[src/rtl/ff_add_255.sv]
// Modular adder over GF(2^255-19): limb-serial add, then a limb-serial
// conditional subtraction of P; result is canonical for canonical inputs.
module ff_add_255 #(
  parameter int unsigned LIMB_W = 51
) (
  input  logic         clk,
  input  logic         rst,
  input  logic         start,
  input  logic [254:0] a,
  input  logic [254:0] b,
  output logic         busy,
  output logic [254:0] result,
  output logic         valid
);

  localparam int unsigned NL = 255 / LIMB_W;
  localparam int unsigned CW = (NL > 1) ? $clog2(NL) : 1;
  localparam logic [CW-1:0] LAST = CW'(NL - 1);
  localparam logic [254:0] P = {{247{1'b1}}, 8'hED};

  typedef enum logic [1:0] {IDLE, ADD, SUB, DONE} state_t;

  state_t         state_q, state_d;
  logic [254:0]   a_q, a_d, b_q, b_d;
  logic [255:0]   sum_q, sum_d;
  logic [254:0]   diff_q, diff_d;
  logic [254:0]   result_q, result_d;
  logic [CW-1:0]  cnt_q, cnt_d;
  logic           carry_q, carry_d;

  logic [8:0]        idx;
  logic [LIMB_W-1:0] a_l, b_l, s_l, p_l;
  logic [LIMB_W:0]   add_w, sub_w;

  assign idx   = 9'(cnt_q * LIMB_W);
  assign a_l   = a_q[idx +: LIMB_W];
  assign b_l   = b_q[idx +: LIMB_W];
  assign s_l   = sum_q[idx +: LIMB_W];
  assign p_l   = P[idx +: LIMB_W];
  // carry_q doubles as the borrow during SUB; it is cleared between phases
  assign add_w = {1'b0, a_l} + {1'b0, b_l} + {{LIMB_W{1'b0}}, carry_q};
  assign sub_w = {1'b0, s_l} - {1'b0, p_l} - {{LIMB_W{1'b0}}, carry_q};

  always_comb begin
    state_d  = state_q;
    a_d      = a_q;
    b_d      = b_q;
    sum_d    = sum_q;
    diff_d   = diff_q;
    result_d = result_q;
    cnt_d    = cnt_q;
    carry_d  = carry_q;
    case (state_q)
      IDLE, DONE: begin
        if (start) begin
          a_d     = a;
          b_d     = b;
          cnt_d   = '0;
          carry_d = 1'b0;
          state_d = ADD;
        end else begin
          state_d = IDLE;
        end
      end
      ADD: begin
        sum_d[idx +: LIMB_W] = add_w[LIMB_W-1:0];
        carry_d              = add_w[LIMB_W];
        if (cnt_q == LAST) begin
          sum_d[255] = add_w[LIMB_W];
          carry_d    = 1'b0;
          cnt_d      = '0;
          state_d    = SUB;
        end else begin
          cnt_d = cnt_q + 1'b1;
        end
      end
      SUB: begin
        diff_d[idx +: LIMB_W] = sub_w[LIMB_W-1:0];
        carry_d               = sub_w[LIMB_W];
        if (cnt_q == LAST) begin
          // diff_d already holds the final limb, so the select sees the full value
          result_d = (sum_q[255] | ~sub_w[LIMB_W]) ? diff_d : sum_q[254:0];
          state_d  = DONE;
        end else begin
          cnt_d = cnt_q + 1'b1;
        end
      end
      default: state_d = IDLE;
    endcase
  end

  always_ff @(posedge clk or posedge rst) begin
    if (rst) begin
      state_q  <= IDLE;
      a_q      <= '0;
      b_q      <= '0;
      sum_q    <= '0;
      diff_q   <= '0;
      result_q <= '0;
      cnt_q    <= '0;
      carry_q  <= 1'b0;
    end else begin
      state_q  <= state_d;
      a_q      <= a_d;
      b_q      <= b_d;
      sum_q    <= sum_d;
      diff_q   <= diff_d;
      result_q <= result_d;
      cnt_q    <= cnt_d;
      carry_q  <= carry_d;
    end
  end

  assign busy   = (state_q == ADD) || (state_q == SUB);
  assign valid  = (state_q == DONE);
  assign result = result_q;

endmodule
[config.mk]
export PLATFORM = sky130hd
export DESIGN_NAME = ff_add_255
export DESIGN_NICKNAME = d
export VERILOG_FILES = /design/src/rtl/ff_add_255.sv
export SDC_FILE = /design/constraint.sdc
export NUM_CORES = 2
export LEC_CHECK = 0
export BUFFER_PORTS_ARGS = -buffer_cell sky130_fd_sc_hd__buf_4
export CELL_PAD_IN_SITES_DETAIL_PLACEMENT = 0
export CELL_PAD_IN_SITES_GLOBAL_PLACEMENT = 1
export CORE_UTILIZATION = 30
export CTS_CLUSTER_DIAMETER = 100
export CTS_CLUSTER_SIZE = 16
export DETAILED_ROUTE_END_ITERATION = 7
export PLACE_DENSITY = 0.59
export SLEW_MARGIN = 10
export SYNTH_ARGS = -nofsm -noshare
export SYNTH_HDL_FRONTEND = slang
export SYNTH_SLANG_ARGS = --single-unit
export TNS_END_PERCENT = 10
[constraint.sdc]
create_clock -name clk -period 54.7 [get_ports clk]
set_clock_uncertainty 0.05 [all_clocks]
set_input_delay 10.94 -clock clk [delete_from_list [all_inputs] [get_ports clk]]
set_output_delay 10.94 -clock clk [all_outputs]
set_load 0.1 [all_outputs]
==> flow_summary.toml <==
[final_layout]
post-route-util = 0.356
final_cell_area_um2 = 76400
areaGrowthSynthToFinish_pct = 17.9
drive_gt1_frac = 0.258
fin_nets = 7383
final_common_cell = "dfrtp_1"
fin_cells = 9584
final_cell_mix = "dfrtp_1 (1279), buf_4 (894), mux2_2 (619), nand2_1 (548), nor2_1 (521)"

[floorplan]
chipHeight_um = 467
die_x_um = 467
io_pins = 770
initial_core_util = 0.302
dieArea_um2 = 218000
rows = 170
core_area_um2 = 215000

[setup_path]
worstSetupPathType = "primary input to async pin"
worstReg2RegEnd = "result[25]"
cp.depth = 7
path_buf_inv = 7
path_cells = "buf_4 > inv_8 > buf_4 > buf_12 > buf_4 > buf_4 > buf_4"
r2r_start = "cnt_q[2]"
cp_slowest_cell = "buf_4"
critPathMostFrequentCell = "buf_4"
cp.arrival_ns = 15.92
worstPathRequired_ns = 55.38
end_kind = "async pin"
reg2reg_depth = 20
startpoint_type = "primary input"
cpLargestDelayFamily = "buffers and inverters"
crit_start = "rst"
cp_slowest_stage_delay_ns = 0.91
rrSetupSlack_ns = 45.67
crit_end = "result[223]"
worstPathMaxFanout = 132

[sta]
relSlewSlack = 0.129
setup_viol = 0
hold_viol_final = 0
fmax_ghz = 0.0656
grt_setup_unrepaired = "false"
tightest_slew_ns = 1.30
fin_tns_setup_ns = 0
period_minus_slack_ns = 15.24
timing.final.crit_share = 0.279
finalMaxSlewViolations = 0

[clock_network]
clkTransAtPathRegs_ns = 0.06
cts_buffer_depth = 3
clk_latency_ns = 0.77
cts_made_buffers = 97
cts_tree = "built"
cts-resized-gates = 0
hold_buffers = 0
cts_max_level = 3
clockRootBuffer = "clkbuf_16"
cts.sinks = 1282
cts_setup_buffers = 0

[place]
place_inst = 9445
place.gp.congestion = 0.907
post_dp_cell_area_um2 = 73600
io_buffers = 769
post-dp-hpwl_mm = 196

[global_route]
antenna_found_initial = 47
grt_usage = 0.245
grt_pass1_wl_mm = 387
grt_pass1_vias = 51772
grt.overflow.total = 0
grt_max_degree = 166

[detailed_routing]
avgRoutedWirePerCell_um = 28.4
drc = 0
routed_wl_mm = 273
firstDrtPassIters = 7
vias = 51881
antenna_left = 0
drt-initial-drc-count = 4081
vias_per_cell = 5.41

[yosys]
synth_cells = 6187
ys_warn_count = 0
synth_ff_type = "dfrtp_1"
syn_nets = 6864
ys_types = 88
syn_area_um2 = 64800
syn_area_per_cell_um2 = 10.5
synth_seq_area_share = 0.495
synth-edff-count = 0
async_flop_share = 1.00
ys_ff_latch = 1282

[flow_run]
cap_violations = 0

[hold_path]
worstHoldPathType = "flip-flop to flip-flop"

[status]
status = "finished clean"
-- synthesized netlist by cell type, drive strengths merged, types with 15 or more instances --
master,n,area (um^2)
o22ai,105,657
inv,140,526
o311ai,75,657
xor2,46,410
a221oi,21,184
o21ai,270,1350
xnor2,61,542
nand3,121,606
a22oi,85,638
nand2,559,2100
dfrtp,1282,32100
mux2,620,6990
o21a,16,120
and3,38,238
nor3,87,445
mux2i,327,3270
nor2b,15,93.8
a21oi,446,2240
a2111oi,19,205
ha,161,2010
o211ai,37,283
a211oi,60,450
o21bai,22,165
nand4,26,163
a21o,78,587
clkbuf,395,1480
nor2,526,1980
buf,83,443
o31ai,105,808
and2,35,219
a22o,140,1230
a31oi,27,175
-- how the worst min path moves through the flow --
| stage | from | endpoint | slack [ns] | cells after the start |
|---|---|---|---|---|
| floorplan | diff_q[147] | diff_q[147] | 0.39 | 2 |
| global placement | diff_q[198] | diff_q[198] | 0.41 | 2 |
| finish | diff_q[252] | diff_q[252] | 0.43 | 2 |
| CTS | diff_q[88] | diff_q[88] | 0.43 | 2 |
| detailed placement | diff_q[196] | diff_q[196] | 0.42 | 2 |
| global route | diff_q[194] | diff_q[194] | 0.45 | 2 |
-- final cells by class --
type | instances | area (um^2)
sequential | 1282 | 32100
timing repair buffer | 898 | 6790
multi-input combinational | 4286 | 30600
clock inverter | 19 | 231
tap | 2838 | 3550
fill | 21722 | 138000
antenna | 19 | 47.5
inverter | 141 | 537
clock buffer | 101 | 2510
-- through the flow --
stage               setup WS [ns]  hold slack, ns
finish                      39.46           0.430
detailed placement          38.34           0.416
floorplan                    7.58           0.392
global placement            38.38           0.408
CTS                         39.17           0.433
global route                38.67           0.452
-- per-layer routing --
layer	global-route usage	routed length, um
met1	0.327	119000
met2	0.400	128000
met3	0.0492	17400
met4	0.0669	7860
met5	0	370
-- sequential cells by signal (all words and copies together), names as in the netlist --
register  flops
sum_q       256
diff_q      255
carry_q       1
result      255
a_q         255
cnt_q         3
b_q         255
state_q       2
-- kinds of logic after synthesis --
group | Yosys count | share of synthesized area
fa+ha+maj | 164 | 0.0320
buf+inv | 619 | 0.0379
compound gates | 1616 | 0.167
xor+xnor | 107 | 0.0147
simple gates | 1451 | 0.0948
mux | 948 | 0.159
flops | 1282 | 0.495
-- tightest hold or removal path, delay by kind of cell, from the launching register on --
| family | cells | cell delay (ns) |
|---|---|---|
| flops | 1 | 0.34 |
| compound gates | 1 | 0.06 |
| simple gates | 1 | 0.04 |
Power is left out: the tool's default activity adds up to more than one toggle a clock period on the data nets, which glitch-free logic cannot reach.
